$ cat config.mk
export PLATFORM = sky130hd
export DESIGN_NAME = rd_sub_pipe
export DESIGN_NICKNAME = d
export VERILOG_FILES = /design/src/rtl/rd_pkg.sv /design/src/rtl/rd_prefix_cell.sv /design/src/rtl/rd_sub_pipe.sv
export SDC_FILE = /design/constraint.sdc
export NUM_CORES = 1
export LEC_CHECK = 0
export ABC_AREA = 1
export BUFFER_PORTS_ARGS = -buffer_cell sky130_fd_sc_hd__buf_4
export CAP_MARGIN = 30
export CORE_MARGIN = 1
export CORE_UTILIZATION = 40
export CTS_BUF_LIST = sky130_fd_sc_hd__clkbuf_4
export DETAILED_ROUTE_END_ITERATION = 12
export GPL_TIMING_DRIVEN = 1
export PLACE_DENSITY = 0.54
export SLEW_MARGIN = 10
export SYNTH_ARGS = -nofsm -noshare
export SYNTH_HDL_FRONTEND = slang
export SYNTH_HIERARCHICAL = 1
export SYNTH_SLANG_ARGS = --single-unit
$ cat constraint.sdc
create_clock -name clk -period 1.9 [get_ports clk]
set_input_delay 0.285 -clock clk [delete_from_list [all_inputs] [get_ports clk]]
set_output_delay 0.285 -clock clk [all_outputs]
set_load 0.03 [all_outputs]
$ cat src/rtl/rd_pkg.sv
// rtl/rd_pkg.sv - shared widths and borrow generate/propagate pair for the subtract pipe
package rd_pkg;

  localparam int WIDTH = 16;
  localparam int LOG2W = 4;

  typedef struct packed {
    logic g;
    logic p;
  } gp_t;

endpackage

$ cat src/rtl/rd_prefix_cell.sv
// rtl/rd_prefix_cell.sv - borrow prefix combine operator (hi over lo)
module rd_prefix_cell
  import rd_pkg::*;
(
  input  gp_t gp_hi,
  input  gp_t gp_lo,
  output gp_t gp_out
);

  // a group borrows if its upper half generates, or propagates a borrow from the lower half
  always_comb begin
    gp_out.g = gp_hi.g | (gp_hi.p & gp_lo.g);
    gp_out.p = gp_hi.p & gp_lo.p;
  end

endmodule

$ cat src/rtl/rd_sub_pipe.sv
// rtl/rd_sub_pipe.sv - four-stage prefix-borrow subtractor with global stall
module rd_sub_pipe
  import rd_pkg::gp_t;
#(
  parameter int WIDTH = rd_pkg::WIDTH
) (
  input  logic             clk,
  input  logic             rst_n,
  input  logic [WIDTH-1:0] x,
  input  logic [WIDTH-1:0] y,
  input  logic             bin,
  input  logic             in_valid,
  output logic             in_ready,
  output logic [WIDTH-1:0] diff,
  output logic             bout,
  output logic             zero,
  output logic             ovf,
  output logic             out_valid,
  input  logic             out_ready
);

  // position 0 carries borrow-in, position i+1 carries operand bit i
  gp_t [WIDTH:0] gp0, l1, s1_gp, l2, l4, s2_gp, l8, l16;

  logic             s1_v, s2_v, s3_v;
  logic [WIDTH-1:0] s1_t, s2_t, s3_t;
  logic [1:0]       s1_s, s2_s, s3_s;
  logic [WIDTH:0]   s3_g;
  logic [WIDTH:0]   l16_g, l16_p;
  logic [WIDTH-1:0] diff_c;
  logic             unused_p;

  assign in_ready = !rst_n || !out_valid || out_ready;

  // per-bit borrow generate/propagate, bin as the lowest position
  always_comb begin
    gp0[0] = '{g: bin, p: bin};
    for (int i = 0; i < WIDTH; i++) begin
      gp0[i+1] = '{g: ~x[i] & y[i], p: ~(x[i] ^ y[i])};
    end
  end

  for (genvar j = 0; j <= WIDTH; j++) begin : g_sp1
    if (j >= 1) begin : g_cell
      rd_prefix_cell u_cell (.gp_hi(gp0[j]), .gp_lo(gp0[j-1]), .gp_out(l1[j]));
    end else begin : g_pass
      assign l1[j] = gp0[j];
    end
  end

  for (genvar j = 0; j <= WIDTH; j++) begin : g_sp2
    if (j >= 2) begin : g_cell
      rd_prefix_cell u_cell (.gp_hi(s1_gp[j]), .gp_lo(s1_gp[j-2]), .gp_out(l2[j]));
    end else begin : g_pass
      assign l2[j] = s1_gp[j];
    end
  end

  for (genvar j = 0; j <= WIDTH; j++) begin : g_sp4
    if (j >= 4) begin : g_cell
      rd_prefix_cell u_cell (.gp_hi(l2[j]), .gp_lo(l2[j-4]), .gp_out(l4[j]));
    end else begin : g_pass
      assign l4[j] = l2[j];
    end
  end

  for (genvar j = 0; j <= WIDTH; j++) begin : g_sp8
    if (j >= 8) begin : g_cell
      rd_prefix_cell u_cell (.gp_hi(s2_gp[j]), .gp_lo(s2_gp[j-8]), .gp_out(l8[j]));
    end else begin : g_pass
      assign l8[j] = s2_gp[j];
    end
  end

  for (genvar j = 0; j <= WIDTH; j++) begin : g_sp16
    if (j >= 16) begin : g_cell
      rd_prefix_cell u_cell (.gp_hi(l8[j]), .gp_lo(l8[j-16]), .gp_out(l16[j]));
    end else begin : g_pass
      assign l16[j] = l8[j];
    end
  end

  // only the resolved borrows matter past the last span; group propagate has no consumer
  always_comb begin
    for (int j = 0; j <= WIDTH; j++) begin
      l16_g[j] = l16[j].g;
      l16_p[j] = l16[j].p;
    end
  end
  assign unused_p = ^l16_p;

  // borrow into bit i is the resolved prefix at position i
  assign diff_c = s3_t ^ s3_g[WIDTH-1:0];

  // pipeline registers; everything advances together when the output slot frees up
  always_ff @(posedge clk) begin
    if (!rst_n) begin
      s1_v      <= 1'b0;
      s2_v      <= 1'b0;
      s3_v      <= 1'b0;
      out_valid <= 1'b0;
      diff      <= '0;
      bout      <= 1'b0;
      zero      <= 1'b0;
      ovf       <= 1'b0;
    end else if (in_ready) begin
      s1_v      <= in_valid;
      s1_gp     <= l1;
      s1_t      <= x ^ y;
      s1_s      <= {x[WIDTH-1], y[WIDTH-1]};
      s2_v      <= s1_v;
      s2_gp     <= l4;
      s2_t      <= s1_t;
      s2_s      <= s1_s;
      s3_v      <= s2_v;
      s3_g      <= l16_g;
      s3_t      <= s2_t;
      s3_s      <= s2_s;
      out_valid <= s3_v;
      diff      <= diff_c;
      bout      <= s3_g[WIDTH];
      zero      <= (diff_c == '0);
      ovf       <= (s3_s[1] != s3_s[0]) && (diff_c[WIDTH-1] != s3_s[1]);
    end
  end

endmodule

==> results of run 1 <==
cell type report:
class / instances / area share, %
Tap cell: 188 / 3.25
Multi-Input combinational cell: 253 / 17.2
Timing Repair Buffer: 66 / 7.53
Clock buffer: 20 / 2.07
Clock inverter: 11 / 2.14
Sequential cell: 152 / 59.8
Antenna cell: 1 / 0.0345
Inverter: 151 / 7.93
routing by layer:
| metal | vias up | share of wire (%) | global-route usage [%] | wire (um) |
|---|---|---|---|---|
| met5 | - | 0 | 0 | 0 |
| met4 | 0 | 1.9 | 5.74 | 180 |
| met3 | 14 | 3.7 | 4.05 | 351 |
| met2 | 68 | 47 | 21.0 | 4480 |
| met1 | 1530 | 48 | 16.4 | 4530 |
| li1 | 1898 | - | - | - |
state kept, by name, summed over array words and instances (netlist names):
register / count
bout: 1
s1_v: 1
ovf: 1
l16: 8
s3_v: 1
zero: 1
s2_v: 1
diff: 16
s1_s: 2
out_valid: 1
s3_g: 17
s1_gp: 30
s1_t: 16
s3_t: 16
s2_s: 2
l2: 2
s2_t: 16
s3_s: 2
s2_gp: 18
worst register-to-register path: cells and delay by family, from the launching register on:
kind	cells	cell delay, ns
buffers and inverters	2	0.41
flip-flops	1	0.33
AND/OR/NAND/NOR	2	0.33
stage by stage:
stage | setup WS (ns) | total power, uW | cells | utilization (%)
floorplan | 0.0856 | 4500 | 558 | -
global placement | 0.486 | 4760 | 805 | 45.5
detailed placement | 0.473 | 4770 | 805 | 45.5
CTS | 0.115 | 6880 | 841 | 47.8
global route | 0.0626 | 7100 | 842 | 47.8
finish | 0.174 | 6790 | 842 | 47.8
worst paths after layout:
check	endpoint	startpoint	slack, ns
setup / recovery	in_ready	out_valid$_SDFFE_PN0P_	0.17
hold / removal	out_valid$_SDFFE_PN0P_	out_ready	0.13
setup reg to reg	s1_gp[15]$_DFFE_PP_	out_valid$_SDFFE_PN0P_	0.49
hold reg to reg	s3_t[14]$_DFFE_PP_	s2_t[14]$_DFFE_PP_	0.43
where the power goes:
group / total (uW) / switching [uW] / internal [uW]
sequential: 4030 / 117 / 3920
clock: 2110 / 1040 / 1060
combinational: 652 / 387 / 265
==> flow_metrics.tcl, run 1 <==
set metrics [dict create \
    outcome "complete, but fails checks" \
    violations "design-rule violations" \
    slowest_stage "dfxtp_1" \
    fin_tns_setup_ns 0 \
    reg2reg_depth 4 \
    area_growth_pct 17.1 \
    io_buffers 57 \
    crit_type "register to output pin" \
    post-dp-hpwl_mm 6.86 \
    cts_buffers 17 \
    drv_cap 0 \
    tightest_slew_ns 0.411 \
    clk_pin_slew_ns 0.11 \
    drc 1 \
    holdPathStages 4 \
    fin_area_um2 7240 \
    initial_core_util_pct 40.8 \
    grt_max_degree 53 \
    crit_chain "inv_1 > nor2_4 > nand2_4 > buf_4" \
    max_freq_mhz 579 \
    regArea_um2 4330 \
    mostFrequentLayoutCells "nand2_1 (184), inv_1 (148), edfxtp_1 (129)" \
    firstDrtPassIters 8 \
    antenna_found_initial 1 \
    post_cts_resize_count 0 \
    clk_latency_ns 0.53 \
    initialDrtViolationCount 187 \
    clockRootBuffer "clkbuf_4" \
    avgViaCountPerCell 4.17 \
    worst_hold_slack_ns 0.134 \
    grt_pass1_wl_mm 15.9 \
    fin_skew_ns 0.00839 \
    vias 3510 \
    tritoncts "built" \
    htreeDepth 4 \
    syn_nets 611 \
    fp.dieW_um 126 \
    grt_usage_pct 13.1 \
    cp-end-kind "output pin" \
    relSlewSlack_pct 72.5 \
    rsz0062_at_grt "no" \
    hold_viol 0 \
    nNetsFinal 694 \
    p_leak_uw 0.00355 \
    core_area_um2 15100 \
    crit_buf_inv 2 \
    mostFrequentLayoutCell "nand2_1" \
    cp.arrival_ns 1.44 \
    overflow 0 \
    drv_slew 0 \
    cpPeakStageDelay_ns 0.35 \
    cp.required_ns 1.62 \
    multiInputGateArea_um2 1250 \
    setup_viol 0 \
    crit_family "flip-flops" \
    wl_per_cell_um 11.3 \
    cp_max_fo 8 \
    num_rows 45 \
    grt_pass1_vias 3426 \
    ys_warn_count 6 \
    dieHeight_um 126 \
    postCtsSetupRepairBufs 0 \
    cts.path.max_buffers 2 \
    finalCriticalPeriod_ns 1.73 \
    netlist_instances 558 \
    num_io_pins 58 \
    fillers 1409 \
    die-area_um2 16000 \
    min_path_type "input pin to register" \
    antenna_left 0 \
    critPathLaunchType "register" \
    place_area_um2 6890 \
    path_depth 4 \
    clkSinkCount 152 \
    layout-drive-gt1-share_pct 15.9 \
    syn-mean-instance-area_um2 11.1 \
    drt_wl_total_mm 9.54 \
    place_congestion 0.717 \
    ir_worst_vdd_mv 0.364 \
    fin_crit_sh_pct 90.8 \
    p_per_area_nw_per_um2 938 \
    hold_buffers 5 \
    synth_area_um2 6190 \
]
No activity file was read; power rests on OpenSTA's default activity.
==> inputs of run 2 (changes only) <==
--- a/config.mk
+++ b/config.mk
@@ -5,7 +5,6 @@
 export SDC_FILE = /design/constraint.sdc
 export NUM_CORES = 1
 export LEC_CHECK = 0
-export ABC_AREA = 1
 export BUFFER_PORTS_ARGS = -buffer_cell sky130_fd_sc_hd__buf_4
 export CAP_MARGIN = 30
 export CORE_MARGIN = 1
@@ -13,7 +12,6 @@
 export CTS_BUF_LIST = sky130_fd_sc_hd__clkbuf_4
 export DETAILED_ROUTE_END_ITERATION = 12
 export GPL_TIMING_DRIVEN = 1
-export PLACE_DENSITY = 0.54
 export SLEW_MARGIN = 10
 export SYNTH_ARGS = -nofsm -noshare
 export SYNTH_HDL_FRONTEND = slang
==> run 2 against run 1 <==
Against the previous run: the flow now finishes without violations; cell area shrank 4.1%; power shrank 1.4%; final cell count shrank 22%; clock skew grew 0.0017 ns; fmax shrank 1.7%; via count shrank 15%; critical endpoint unchanged; largest cell class unchanged.
==> flow_metrics.tcl, run 2 <==
set metrics [dict create \
    dieHeight_um 124 \
    core_area_um2 14500 \
    syn-mean-instance-area_um2 15.7 \
    total_switching_power_uw 1530 \
    finalCriticalPeriod_ns 1.76 \
    hold_viol 0 \
    crit_type "register to output pin" \
    p_leak_uw 0.00305 \
    combinationalPowerShare_pct 9.8 \
    power_frac_seq_pct 60.3 \
    firstDrtPassIters 4 \
    htreeDepth 4 \
    antenna_found_initial 0 \
    crit_buf_inv 1 \
    fp.dieW_um 124 \
    critPathLaunchType "register" \
    crit_family "flip-flops" \
    worstSetupStartpoint "out_valid$_SDFFE_PN0P_" \
    slowest_stage "dfxtp_4" \
    clk_latency_ns 0.52 \
    reg2reg_depth 5 \
    fin_cells 653 \
    setup_viol 0 \
    cp-end-kind "output pin" \
    ir_worst_vdd_mv 0.319 \
    drc 0 \
    cp_max_fo 6 \
    fin_util_pct 48.0 \
    num_io_pins 58 \
    switching_share_pct 22.9 \
    r2r-end "zero$_SDFFE_PN0P_" \
    fin_crit_sh_pct 92.4 \
    clk_pin_slew_ns 0.12 \
    rsz0062_at_grt "no" \
    internal_power_uw 5160 \
    synth_area_um2 5910 \
    place_area_um2 6600 \
    cpPeakStageDelay_ns 0.38 \
    initial_core_util_pct 40.8 \
    cts_buffers 17 \
    area_growth_pct 17.6 \
    layout-drive-gt1-share_pct 28.6 \
    antenna_left 0 \
    overflow 0 \
    tightest_slew_ns 0.380 \
    cp.required_ns 1.62 \
    tritoncts "built" \
    max_freq_mhz 570 \
    cts.path.max_buffers 2 \
    relSlewSlack_pct 74.6 \
    nNetsFinal 509 \
    clkSinkCount 152 \
    initialDrtViolationCount 231 \
    critPathCapture "in_ready" \
    syn_nets 430 \
    power_uw 6690 \
    cp.arrival_ns 1.47 \
    diodes 0 \
    post-place-cells 617 \
    largest_reg_flops 30 \
    vias 3000 \
    fin_skew_ns 0.0101 \
    io_buffers 57 \
    postCtsSetupRepairBufs 0 \
    die-area_um2 15300 \
    regToRegSetupSlack_ns 0.54 \
    power.share.clock_pct 29.9 \
    mostFrequentLayoutCells "edfxtp_1 (129), buf_4 (61), a21o_1 (54)" \
    wl_per_cell_um 13.9 \
    grt_usage_pct 13.4 \
    outcome "finished clean" \
    post-dp-hpwl_mm 6.52 \
    grt_max_degree 57 \
    post-place-ws_ns 0.411 \
    path_depth 3 \
    grt_pass1_wl_mm 14.8 \
    drt_wl_total_mm 9.07 \
    fin_area_um2 6940 \
    r2r_start "out_valid$_SDFFE_PN0P_" \
    grt_pass1_vias 3023 \
    reg_top3 "s1_gp (30), s2_gp (18), s3_g (17)" \
    num_rows 44 \
    mostFrequentLayoutCell "edfxtp_1" \
    drv_slew 0 \
    crit_chain "nor2b_2 > nand2_1 > buf_4" \
    fin_ws_ns 0.145 \
    min_path_type "input pin to register" \
    largest-register "s1_gp" \
    ys_warn_count 6 \
    place_congestion 0.733 \
    drv_cap 0 \
    netlist_instances 377 \
    avgViaCountPerCell 4.59 \
    clockRootBuffer "clkbuf_4" \
    p_per_area_nw_per_um2 964 \
]
[run 2: repair_timing]
| item | CTS | global route |
|---|---|---|
| gates resized for setup | 1 | 0 |
| endpoints found under the setup margin | 1 | 0 |
| hold endpoints to repair | 5 | 0 |
| hold buffers | 4 | 0 |
[run 2: layout make-up]
cell class                 count  area, um2
tap                          184        230
fill                        1304       7540
clock buffer                  19        143
inverter                      33        124
clock inverter                13        155
sequential                   152       4340
timing repair buffer          66        518
multi-input combinational    186       1440
[run 2: worst min path at each step]
stage / startpoint / to / cells after the start
6_report: out_ready / bout$_SDFFE_PN0P_ / 4
2_1_floorplan: bin / l2[0]$_DFFE_PP_ / 0
3_5_place_dp: s1_t[2]$_DFFE_PP_ / s2_t[2]$_DFFE_PP_ / 0
3_3_place_gp: s1_t[14]$_DFFE_PP_ / s2_t[14]$_DFFE_PP_ / 0
4_1_cts: out_ready / bout$_SDFFE_PN0P_ / 4
5_1_grt: out_ready / s3_v$_SDFFE_PN0P_ / 4
[run 2: per-stage QoR]
| step | setup TNS (ns) | hold WS, ns |
|---|---|---|
| CTS | 0 | 0.00166 |
| global route | 0 | 0.0357 |
| floorplan | -21.99 | 0.384 |
| detailed placement | 0 | 0.405 |
| finish | 0 | 0.0791 |
| global placement | 0 | 0.404 |
[run 2: power groups by stage]
stage	Combinational (uW)	Sequential, uW	Clock [uW]
2_1_floorplan	361	4140	0
3_3_place_gp	650	4110	0
4_1_cts	669	4040	2090
3_5_place_dp	658	4120	0
5_1_grt	733	4060	2200
6_report	655	4030	2000
[run 2: worst register-to-register path, cell delays in order (launching register included)]
cell	delay (ns)
dfxtp_4	0.37
nand2b_4	0.06
buf_4	0.33
nand3_1	0.12
nor4_1	0.26
a2bb2o_1	0.17
[run 2: routing by layer]
layer / vias to the layer above / track usage (%) / wire length [um]
li1: 1528 / - / -
met5: - / 0 / 0
met2: 73 / 21.2 / 4360
met1: 1389 / 16.8 / 4120
met3: 10 / 4.70 / 437
met4: 0 / 5.65 / 158
